===== src/rtl/multicycle_controller.sv =====
// multicycle_controller
// Moore FSM plus ALU decoder that sequences a multi-cycle RISC-V datapath
// (PC, instruction register, shared memory, register file, ALU, immediate
// generator). Every control output is combinational from the state register,
// op, funct3, funct7b5 and zero. Write enables are held low while reset is high.
//
// Build option: define MC_ILLEGAL_TRAP_EN to send unsupported opcodes and
// unused state codes to a sticky TRAP state and to add the `illegal` output.
// Without it, unsupported opcodes complete as a 2-cycle no-op.

module multicycle_controller #(
   parameter int STATE_W = 4
) (
   input  logic               clk,
   input  logic               reset,
   input  logic [6:0]         op,
   input  logic [2:0]         funct3,
   input  logic               funct7b5,
   input  logic               zero,
   output logic               pcWrite,
   output logic               adrSrc,
   output logic               irWrite,
   output logic               memWrite,
   output logic               regWrite,
   output logic [1:0]         resultSrc,
   output logic [1:0]         aluSrcA,
   output logic [1:0]         aluSrcB,
   output logic [2:0]         aluControl,
   output logic [1:0]         immSrc,
   output logic [STATE_W-1:0] state
`ifdef MC_ILLEGAL_TRAP_EN
   ,
   output logic               illegal
`endif
);

   localparam logic [6:0] OP_LW  = 7'b0000011;
   localparam logic [6:0] OP_SW  = 7'b0100011;
   localparam logic [6:0] OP_R   = 7'b0110011;
   localparam logic [6:0] OP_I   = 7'b0010011;
   localparam logic [6:0] OP_JAL = 7'b1101111;
   localparam logic [6:0] OP_BEQ = 7'b1100011;

   typedef enum logic [STATE_W-1:0] {
      S_FETCH    = STATE_W'(0),
      S_DECODE   = STATE_W'(1),
      S_MEMADR   = STATE_W'(2),
      S_MEMREAD  = STATE_W'(3),
      S_MEMWB    = STATE_W'(4),
      S_MEMWRITE = STATE_W'(5),
      S_EXECUTER = STATE_W'(6),
      S_ALUWB    = STATE_W'(7),
      S_EXECUTEI = STATE_W'(8),
      S_JAL      = STATE_W'(9),
      S_BEQ      = STATE_W'(10)
`ifdef MC_ILLEGAL_TRAP_EN
      ,
      S_TRAP     = STATE_W'(11)
`endif
   } state_t;

   state_t     r_state;
   logic [1:0] w_alu_op;
   logic       w_pc_update;
   logic       w_branch;
   logic       w_ir_write;
   logic       w_mem_write;
   logic       w_reg_write;

   // State register: sequences each instruction through its 3-5 cycle path.
   always_ff @(posedge clk or posedge reset) begin
      // NOTE: sequential state uses non-blocking assignments only.
      if (reset) begin
         r_state <= S_FETCH;
      end else begin
         case (r_state)
            S_FETCH:    r_state <= S_DECODE;
            S_DECODE: begin
               case (op)
                  OP_LW, OP_SW: r_state <= S_MEMADR;
                  OP_R:         r_state <= S_EXECUTER;
                  OP_I:         r_state <= S_EXECUTEI;
                  OP_JAL:       r_state <= S_JAL;
                  OP_BEQ:       r_state <= S_BEQ;
`ifdef MC_ILLEGAL_TRAP_EN
                  default:      r_state <= S_TRAP;
`else
                  default:      r_state <= S_FETCH;
`endif
               endcase
            end
            S_MEMADR:   r_state <= (op == OP_LW) ? S_MEMREAD : S_MEMWRITE;
            S_MEMREAD:  r_state <= S_MEMWB;
            S_MEMWB:    r_state <= S_FETCH;
            S_MEMWRITE: r_state <= S_FETCH;
            S_EXECUTER: r_state <= S_ALUWB;
            S_EXECUTEI: r_state <= S_ALUWB;
            S_JAL:      r_state <= S_ALUWB;
            S_ALUWB:    r_state <= S_FETCH;
            S_BEQ:      r_state <= S_FETCH;
`ifdef MC_ILLEGAL_TRAP_EN
            S_TRAP:     r_state <= S_TRAP;
            default:    r_state <= S_TRAP;
`else
            default:    r_state <= S_FETCH;
`endif
         endcase
      end
   end

   // Per-state Moore decode of datapath selects and raw enables.
   always_comb begin
      // NOTE: every signal gets a default first so no latch is inferred.
      w_pc_update = 1'b0;
      w_branch    = 1'b0;
      w_ir_write  = 1'b0;
      w_mem_write = 1'b0;
      w_reg_write = 1'b0;
      w_alu_op    = 2'b00;
      adrSrc      = 1'b0;
      resultSrc   = 2'b00;
      aluSrcA     = 2'b00;
      aluSrcB     = 2'b00;
      case (r_state)
         S_FETCH: begin
            w_ir_write  = 1'b1;
            aluSrcB     = 2'b10;
            resultSrc   = 2'b10;
            w_pc_update = 1'b1;
         end
         S_DECODE: begin
            aluSrcA = 2'b01;
            aluSrcB = 2'b01;
         end
         S_MEMADR: begin
            aluSrcA = 2'b10;
            aluSrcB = 2'b01;
         end
         S_MEMREAD:  adrSrc = 1'b1;
         S_MEMWB: begin
            resultSrc   = 2'b01;
            w_reg_write = 1'b1;
         end
         S_MEMWRITE: begin
            adrSrc      = 1'b1;
            w_mem_write = 1'b1;
         end
         S_EXECUTER: begin
            aluSrcA  = 2'b10;
            w_alu_op = 2'b10;
         end
         S_EXECUTEI: begin
            aluSrcA  = 2'b10;
            aluSrcB  = 2'b01;
            w_alu_op = 2'b10;
         end
         S_ALUWB:    w_reg_write = 1'b1;
         S_BEQ: begin
            aluSrcA  = 2'b10;
            w_alu_op = 2'b01;
            w_branch = 1'b1;
         end
         S_JAL: begin
            aluSrcA     = 2'b01;
            aluSrcB     = 2'b10;
            w_pc_update = 1'b1;
         end
         default: ;
      endcase
   end

   // ALU decoder: maps aluOp and the instruction function fields to an ALU operation.
   always_comb begin
      aluControl = 3'b000;
      case (w_alu_op)
         2'b00: aluControl = 3'b000;
         2'b01: aluControl = 3'b001;
         2'b10: begin
            case (funct3)
               3'b000:  aluControl = (op[5] & funct7b5) ? 3'b001 : 3'b000;
               3'b010:  aluControl = 3'b101;
               3'b110:  aluControl = 3'b011;
               3'b111:  aluControl = 3'b010;
               default: aluControl = 3'b000;
            endcase
         end
         default: aluControl = 3'b000;
      endcase
   end

   // Immediate format select, decoded from op in every state.
   always_comb begin
      case (op)
         OP_SW:   immSrc = 2'b01;
         OP_BEQ:  immSrc = 2'b10;
         OP_JAL:  immSrc = 2'b11;
         default: immSrc = 2'b00;
      endcase
   end

   // Write enables are suppressed while reset is held so nothing is clobbered.
   assign pcWrite  = ~reset & (w_pc_update | (w_branch & zero));
   assign irWrite  = ~reset & w_ir_write;
   assign memWrite = ~reset & w_mem_write;
   assign regWrite = ~reset & w_reg_write;
   assign state    = r_state;

`ifdef MC_ILLEGAL_TRAP_EN
   assign illegal  = ~reset & (r_state == S_TRAP);
`endif

endmodule


===== config.mk =====
export PLATFORM = sky130hd
export DESIGN_NAME = multicycle_controller
export DESIGN_NICKNAME = d
export VERILOG_FILES = /design/src/rtl/multicycle_controller.sv
export SDC_FILE = /design/constraint.sdc
export NUM_CORES = 1
export LEC_CHECK = 0
export BUFFER_PORTS_ARGS = -buffer_cell sky130_fd_sc_hd__buf_2
export CORE_UTILIZATION = 46
export CTS_CLUSTER_SIZE = 30
export DETAILED_ROUTE_END_ITERATION = 16
export PLACE_DENSITY_LB_ADDON = 0.12
export SLEW_MARGIN = 20
export SYNTH_ARGS = -nofsm -noshare
export SYNTH_HDL_FRONTEND = slang
export SYNTH_SLANG_ARGS = --single-unit

===== constraint.sdc =====
create_clock -name clk -period 3.7 [get_ports clk]
set_input_delay 1.11 -clock clk [delete_from_list [all_inputs] [get_ports clk]]
set_output_delay 1.11 -clock clk [all_outputs]
set_load 0.02 [all_outputs]

# == After elaboration in Yosys (flattened, before gate mapping) ==
# Cells that the tools add are included.
# totals
ff_bits,4
latch_bits,0
ram_bits,0
mem_bits_ro,0
output_inout_bits,20
elab_cells,58
n_memories,0
# op_classes
add_sub_neg,0
multipliers,0
n_div,0
n_lt_le_gt_ge,0
eq_ne,21
n_shift,0
n_mux,17
bitwise_logic,8
n_reduce_logical,11
# op_table
cell,count
4-bit case mux with 5 select lines,2
"4-bit by 3-bit == test with 1-bit output, second input constant",4
2-bit case mux with 2 select lines,4
"7-bit by 6-bit == test with 1-bit output, second input constant",2
"7-bit == test, second input constant",2
"4-bit == test, second input constant",3
3-bit case mux with 4 select lines,1
2-bit OR reduction,6
"4-bit by 2-bit == test with 1-bit output, second input constant",2
"7-bit by 2-bit == test with 1-bit output, second input constant",1
"7-bit by 5-bit == test with 1-bit output, second input constant",1
1-bit two-way mux,7
1-bit bitwise AND,6
"3-bit == test, second input constant",2
2-bit case mux with 3 select lines,1
3-bit case mux with 2 select lines,1
3-bit OR reduction,2
"4-bit by 1-bit == test with 1-bit output, second input constant",1
4-bit logical NOT,1
4-bit OR reduction,1
"3-bit by 2-bit == test with 1-bit output, second input constant",1
3-bit logical NOT,1
3-bit two-way mux,1
"2-bit by 1-bit == test with 1-bit output, second input constant",1
other kinds (3),3

# == Longest topological paths before layout ==
# Gate-level depths: netlist of the first run.
# depth
ltp_word,5
depth_mapped,8

# == Worst setup path before layout of the first run ==
# OpenSTA, ideal clock, no wires.
# synth_path
path_kind,register to output
from,register r_state[2] (netlist: state[2])
to,output aluControl[2]
arrival_ns,2.009
slack_ns,0.581
path_stages_with_launch,7
cell_sequence,dfrtp_1 > buf_4 > nor2_1 > nand2_1 > a21oi_1 > ha_1 > nor4_1
# synth_via
elab_chain_len,5
# synth_lines
item,line_no,source
from (decl),62,state_t r_state;
from (signal assigned),92,S_MEMADR: r_state <= (op == OP_LW) ? S_MEMREAD : S_MEMWRITE;
4-bit == test or 4-bit by 3-bit == test with 1-bit output (tied branches),124,case (r_state)
2-bit OR reduction (no line),-,
2-bit case mux with 2 select lines (*),124,
2-bit == test or 2-bit by 1-bit == test with 1-bit output (tied branches),175,case (w_alu_op)
3-bit case mux with 2 select lines (*),175,
to (decl),28,"output logic [2:0] aluControl,"
# Every way passes the cells marked *; elsewhere a longest branch is shown, timed or not.

# == Worst setup path after layout of the first run ==
# layout_path
from,register r_state[1] (netlist: state[1])
to,output aluControl[2]
# The elaborated chain is that of the path after synthesis.

==> results of run 1 <==
-- metal layers --
layer	GRT usage	wire, µm	vias up
met5	0	0	-
met4	0.103	14	0
met3	0.0349	62	2
met2	0.326	629	30
met1	0.267	610	302
li1	-	-	365
-- path summary, 6_finish.rpt --
kind,start,to,slack [ns]
worst max-delay path,state[1],aluControl[2],0.42
worst min-delay path,reset,state[2],0.79
worst max register to register,state[0],state[1],2.32
worst min register to register,state[0],state[0],0.81
max in group asynchronous,reset,state[3],2.76
min in group clk,state[0],state[0],0.81
-- stage by stage --
stage | hold WS, ns | worst slack, ns | util
2_1_floorplan | 0.752 | 0.581 | -
3_3_place_gp | 0.801 | 0.729 | 0.643
3_5_place_dp | 0.806 | 0.675 | 0.643
4_1_cts | 0.788 | 0.413 | 0.662
5_1_grt | 0.793 | 0.275 | 0.662
6_report | 0.787 | 0.420 | 0.662
-- cell type report --
| type | instances | area [µm²] | area share |
|---|---|---|---|
| Multi-Input combinational cell | 69 | 440 | 0.568 |
| Timing Repair Buffer | 33 | 165 | 0.213 |
| Sequential cell | 4 | 100 | 0.129 |
| Inverter | 8 | 30.0 | 0.0387 |
| Clock buffer | 3 | 22.5 | 0.0290 |
| Tap cell | 14 | 17.5 | 0.0226 |
-- cell usage in the layout, fill, tap and decap left out, drive strengths merged, types with 3 or more instances in the layout --
| cell type | instances |
|---|---|
| inv | 8 |
| a21oi | 5 |
| nor2 | 12 |
| nor4 | 5 |
| o21ai | 4 |
| clkbuf | 3 |
| dfrtp | 4 |
| nand3 | 5 |
| nor2b | 4 |
| nor3 | 4 |
| nand2 | 8 |
| buf | 33 |
-- cell families after synthesis --
kind of cell	Yosys count	synth area share
xor+xnor	3	0.0432
fa+ha+maj	2	0.0411
buf+inv	12	0.111
flops	4	0.165
simple gates	46	0.453
compound gates	18	0.187
-- power groups by stage --
| stage | logic (µW) | registers, µW | clock network [µW] |
|---|---|---|---|
| global placement | 180 | 84.0 | 0 |
| CTS | 182 | 83.2 | 55.0 |
| floorplan | 147 | 71.9 | 0 |
| finish | 181 | 83.5 | 53.5 |
| global route | 201 | 86.5 | 60.0 |
| detailed placement | 181 | 84.2 | 0 |
==> results.cfg, run 1 <==
[worst_setup_path]
slowest_stage = dfrtp_1
start_kind = flip-flop
worst_r2r_path_depth = 4
crit_family = flip-flops
path_depth = 6
crit_type = flip-flop to output pin
crit_path_end_kind = output pin
cp_max_fo = 15
worstPathCellList = and2b_1 -> nand2_1 -> a21oi_1 -> ha_1 -> nor4_1 -> buf_2
crit_arrival_ns = 2.17
cp.required_ns = 2.59
critPathBufInv = 1
critPathMaxStageDelay_ns = 0.66

[timing]
skew_ns = 0.00196
rsz0062_at_grt = no
timing.fmax_mhz = 305
setup_tns_ns = 0
period_share = 0.886
worst_pin_slew_ns = 0.529
period_minus_slack_ns = 3.28
maxSlewViolCount = 0
hold_violations = 0
relSlewSlack = 0.647
setup_viol = 0

[synth]
async_reset_ff_frac = 1.00
syn-instance-count = 85
synthFlopType = dfrtp_1
synthTopCellsByCount = nor2_1 (11), nand2_1 (8), a21oi_1 (5), inv_1 (5)
synthesis.area_um2 = 608
synth.most_common_cell = nor2_1
ys_seq_elements = 4
synth_largest_area_cell = dfrtp_1
synth_edf_count = 0
yosysWarnings = 0
syn_nets = 101
synth_seq_area_share = 0.165
synth_top_area_frac = 0.165
synth.distinct_cells = 34
yosys-top-cells-area = dfrtp_1 (16%), nor2_1 (6.8%), nand2_1 (4.9%), a21oi_1 (4.1%), ha_1 (4.1%)
avgSynthCellArea_um2 = 7.15

[power]
comb_power_share = 0.569
p_per_area_mw_per_mm2 = 410
p_switching_uw = 160
p_int_uw = 158
p_seq_frac = 0.263
swShare = 0.502
vdd_drop_max_v = 0.000176
power_frac_clock = 0.168
p_leak_uw = 0.000378
total_power_uw = 318

[cells_and_area]
antenna_cells = 0
fill_cells = 100
syn2layout_area_growth_pct = 27.6
final_cell_area_um2 = 776
final_nets = 135
drive_gt1_frac = 0.385
final_cells = 131
largest_register_ffs = 4

[clock_network]
clkTransAtPathRegs_ns = 0.04
cts_resized = 0
cts_made_buffers = 3
clk_latency_ns = 0.23
htree_levels = 1
cts_tree = yes
cts.sinks = 4
cts-root-buf = clkbuf_4
clk_path_buf_depth = 2
cts-hold-fix-buffers = 0
postCtsSetupBuffers = 0

[placed_design]
portBuffers = 33
place_congestion = 0.814
placed_cell_area_um2 = 753
hpwl_um = 1010
place_inst = 128

[detailed_routing]
drt_first_iter_violations = 12
via_per_inst = 5.34
drc = 0
wirelength_um = 1320
vias = 699
dr.pass1.iters = 4
final_antenna_net_count = 0
wl_per_cell_um = 10.0

[outcome]
status = finished clean

[hold_path]
hold_path_class = input port to async pin

[floorplanning]
dieArea_mm2 = 0.00147
initial_core_util = 0.519
fp.dieW_um = 38.4
io_pins = 34
rows = 12
die_h_um = 38.4
coreArea_mm2 = 0.00117

[global_route]
grt_max_degree = 16
grt_use_total = 0.206
antenna_found_initial = 0
grt_pass1_wl_um = 2130
grt_pass1_vias = 516
overflow = 0

[flow_run]
maxCapViolCount = 0
No activity file was read; power rests on OpenSTA's default activity.
==> run 2, diff against run 1 <==
CORE_MARGIN = 8   (was unset)
CTS_BUF_LIST = sky130_fd_sc_hd__clkbuf_4 sky130_fd_sc_hd__clkbuf_8 sky130_fd_sc_hd__clkbuf_16   (was unset)
==> run 2 against run 1 <==
- sequential power is 0.6% lower
- critical path depth unchanged
- highest routed layer is now met3
- clock power grew 3%
- clock skew up 0.0046 ns
- routed wire length grew 20%
==> results.cfg, run 2 (synthesized netlist as in run 1, its figures left out) <==
[outcome]
status = finished clean

[placed_design]
placed_cell_area_um2 = 754
hpwl_um = 1310
place_congestion = 0.776
portBuffers = 33
place_inst = 129

[worst_setup_path]
worstPathCellList = and2b_1 -> nand2_1 -> a21oi_1 -> ha_1 -> nor4_1 -> buf_2
regToRegSetupSlack_ns = 2.33
cp.required_ns = 2.59
crit_arrival_ns = 2.10
timing.rr.end = state[1]
slowest_stage = dfrtp_1
start_kind = flip-flop
cp_max_fo = 15
path_depth = 6
worst_r2r_path_depth = 4
crit_type = flip-flop to output pin
worst_r2r_startpoint = state[0]
crit_path_end_kind = output pin
crit_family = flip-flops
critPathMaxStageDelay_ns = 0.63
critPathBufInv = 1

[global_route]
grt_max_degree = 16
grt_use_total = 0.107
grt_pass1_vias = 602
grt_pass1_wl_um = 2380
antenna_found_initial = 0
overflow = 0

[timing]
setup_tns_ns = 0
period_share = 0.868
rsz0062_at_grt = no
timing.fmax_mhz = 311
setup_viol = 0
worst_pin_slew_ns = 0.521
maxSlewViolCount = 0
relSlewSlack = 0.653
skew_ns = 0.00652
period_minus_slack_ns = 3.21
hold_violations = 0

[clock_network]
clk_latency_ns = 0.24
cts_tree = yes
cts_made_buffers = 3
cts-hold-fix-buffers = 0
postCtsSetupBuffers = 0
cts.sinks = 4
htree_levels = 1
clkTransAtPathRegs_ns = 0.04
cts_resized = 0
cts-root-buf = clkbuf_4
clk_path_buf_depth = 2

[detailed_routing]
wl_met1_um = 725
wl_met2_um = 756
final_antenna_net_count = 0
drt_first_iter_violations = 15
met3_length_um = 102
highest_layer = met3
dr.pass1.iters = 4
drc = 0
wl_per_cell_um = 12.0
via_per_inst = 5.36
wirelength_um = 1590
vias = 707

[floorplanning]
fp.dieW_um = 52.4
io_pins = 34
initial_core_util = 0.479
rows = 13
dieArea_mm2 = 0.00274
coreArea_mm2 = 0.00127
die_h_um = 52.4

[cells_and_area]
final_cell_area_um2 = 777
final_cells = 132
layout_commonest_cell = buf_2
largest_register_ffs = 4
syn2layout_area_growth_pct = 27.8
layout.cells.most_common_list = buf_2 (33), nor2_1 (11), nand2_1 (8)
antenna_cells = 0
drive_gt1_frac = 0.385
final_nets = 135

[hold_path]
hold_path_class = input port to async pin

[power]
swShare = 0.507
comb_power_share = 0.570
p_leak_uw = 0.000378
power_frac_clock = 0.172
total_power_uw = 321
p_per_area_mw_per_mm2 = 414
vdd_drop_max_v = 0.000229
p_int_uw = 158
p_seq_frac = 0.258
p_switching_uw = 163

[flow_run]
maxCapViolCount = 0
## run 2: metrics by stage
stage | hold WS [ns] | setup slack (ns) | utilization
2_1_floorplan | 0.752 | 0.581 | -
3_3_place_gp | 0.791 | 0.734 | 0.595
3_5_place_dp | 0.799 | 0.679 | 0.595
4_1_cts | 0.793 | 0.459 | 0.612
5_1_grt | 0.805 | 0.330 | 0.612
6_report | 0.792 | 0.489 | 0.612
## run 2: cell type report
cell class / instances / area, µm²
fillers: 133 / 492
multi-input cells: 69 / 440
repair buffers: 33 / 165
flip-flops and latches: 4 / 100
inverters: 8 / 30.0
clock buffers: 3 / 22.5
well taps: 15 / 18.8
## run 2: metal layers
| metal | global-route usage | up-vias |
|---|---|---|
| met5 | 0 | - |
| met4 | 0.0647 | 0 |
| met3 | 0.0199 | 0 |
| met2 | 0.168 | 23 |
| met1 | 0.131 | 314 |
| li1 | - | 370 |
## run 2: how the worst max path moves through the flow
stage                  start            end
finish              state[1]  aluControl[2]
global route        state[1]  aluControl[2]
CTS                 state[1]  aluControl[2]
detailed placement     op[2]      immSrc[0]
global placement       op[2]      immSrc[0]
floorplan           state[2]  aluControl[2]
## run 2: power groups by stage
| stage | Clock [µW] | Sequential [µW] | Combinational (µW) |
|---|---|---|---|
| after detailed placement | 0 | 83.7 | 186 |
| after CTS | 57.9 | 82.8 | 186 |
| after global placement | 0 | 83.6 | 183 |
| after floorplan | 0 | 71.9 | 147 |
| final | 55.3 | 83.0 | 183 |
| after global routing | 58.4 | 85.9 | 203 |
==> run 3, diff against run 2 <==
BUFFER_PORTS_ARGS = -buffer_cell sky130_fd_sc_hd__clkbuf_2   (was -buffer_cell sky130_fd_sc_hd__buf_2)
CELL_PAD_IN_SITES_DETAIL_PLACEMENT = 0   (was unset)
CELL_PAD_IN_SITES_GLOBAL_PLACEMENT = 1   (was unset)
CORE_UTILIZATION = 31   (was 46)
SETUP_SLACK_MARGIN = 0.3   (was unset)
==> run 3 against run 2 <==
- sequential power up 1%
- flip-flop and latch count unchanged
- first-iteration DRC count grew 20%
- core utilization decreased by 19 points
- count of clock-buffer cells in the layout unchanged
- sequential share of layout area fell by 0.36 points
- total power up 2.4%
- combinational power is 4% higher
==> results.cfg, run 3 (synthesized netlist as in run 1, its figures left out) <==
[power]
power_frac_clock = 0.167
p_switching_uw = 171
p_seq_frac = 0.256
vdd_drop_max_v = 0.000250
swShare = 0.521
p_per_area_mw_per_mm2 = 412
p_leak_uw = 0.000374
p_int_uw = 158
comb_power_share = 0.577

[timing]
setup_tns_ns = 0
whs_ns = 0.658
rsz0062_at_grt = no
period_share = 0.878
hold_violations = 0
setup_viol = 0
relSlewSlack = 0.631
period_minus_slack_ns = 3.25
maxSlewViolCount = 0
skew_ns = 0.00733
timing.fmax_mhz = 308
worst_pin_slew_ns = 0.553

[floorplanning]
dieArea_mm2 = 0.00363
die_h_um = 60.3
io_pins = 34
initial_core_util = 0.320
coreArea_mm2 = 0.00190
fp.dieW_um = 60.3
rows = 16

[clock_network]
cts.sinks = 4
clkTransAtPathRegs_ns = 0.04
postCtsSetupBuffers = 0
htree_levels = 1
cts_resized = 0
cts_made_buffers = 3
cts_tree = yes
cts-root-buf = clkbuf_4
cts-hold-fix-buffers = 0
clk_latency_ns = 0.24
clk_path_buf_depth = 2

[outcome]
status = finished clean

[cells_and_area]
syn2layout_area_growth_pct = 31.5
fill_cells = 216
antenna_cells = 0
drive_gt1_frac = 0.390
layout_commonest_cell = clkbuf_2
layout.cells.most_common_list = clkbuf_2 (33), nor2_1 (11), nand2_1 (8)
final_nets = 136
largest_register_ffs = 4

[worst_setup_path]
start_kind = flip-flop
worst_r2r_path_depth = 4
cp_max_fo = 15
worst_r2r_startpoint = state[0]
crit_start = state[1]
endpoint = aluControl[2]
crit_type = flip-flop to output pin
cp.required_ns = 2.59
timing.rr.end = state[1]
regToRegSetupSlack_ns = 2.25
crit_arrival_ns = 2.14
crit_path_end_kind = output pin

[placed_design]
hpwl_um = 1480
place_congestion = 0.774
portBuffers = 33

[detailed_routing]
wl_per_cell_um = 12.3
drc = 0
vias = 705
via_per_inst = 4.86
drt_first_iter_violations = 18
wirelength_um = 1780
final_antenna_net_count = 0
dr.pass1.iters = 4

[global_route]
grt_max_degree = 16
grt_use_total = 0.104
grt_pass1_vias = 700
grt_pass1_wl_um = 2950
antenna_found_initial = 0
overflow = 0

[hold_path]
hold_path_class = flip-flop to flip-flop
min-delay-start = state[3]

[flow_run]
maxCapViolCount = 0
[run 3: cell types whose count changed in the layout (fill, tap and decap cells not counted)]
cell      delta
buf_4        +1
clkbuf_2    +33
buf_2       -33
[run 3: power groups by stage]
stage | clock [µW] | sequential (µW) | combinational (µW)
2_1_floorplan | 0 | 71.9 | 147
3_3_place_gp | 0 | 84.4 | 190
3_5_place_dp | 0 | 84.0 | 191
4_1_cts | 58.3 | 84.8 | 192
5_1_grt | 60.9 | 87.2 | 211
6_report | 55.0 | 84.1 | 190
[run 3: layout make-up]
class | instances | area, µm² | area share
repair buffers | 34 | 173 | 0.216
inverters | 8 | 30.0 | 0.0376
well taps | 27 | 33.8 | 0.0423
flip-flops and latches | 4 | 100 | 0.125
clock buffers | 3 | 22.5 | 0.0282
multi-input cells | 69 | 440 | 0.551
[run 3: worst max-delay path, stage by stage (launching register included)]
cell	delay [ns]
dfrtp_1	0.65
and2b_1	0.24
nand2_1	0.06
a21oi_1	0.23
ha_1	0.28
nor4_1	0.22
clkbuf_2	0.21
[run 3: through the flow]
step	total power, µW	area [µm²]	worst slack [ns]	util	cells
finish	329	800	0.451	0.420	145
global route	359	800	0.312	0.420	145
CTS	335	800	0.428	0.420	145
detailed placement	275	777	0.659	0.409	142
global placement	274	777	0.688	0.409	142
floorplan	219	608	0.581	-	85
[run 3: worst min-delay path by stage]
stage               end  depth (start not counted)
5_1_grt        state[1]                          2
3_5_place_dp   state[1]                          2
2_1_floorplan  state[3]                          3
3_3_place_gp   state[1]                          2
6_report       state[1]                          2
4_1_cts        state[1]                          2
[run 3: routing by layer]
layer  vias to the layer above  global-route usage  wire (µm)
met5                         -                   0          0
met4                         0              0.0204          0
met3                         0              0.0366        135
met2                        27               0.165        835
met1                       312               0.132        805
li1                        366                   -          -
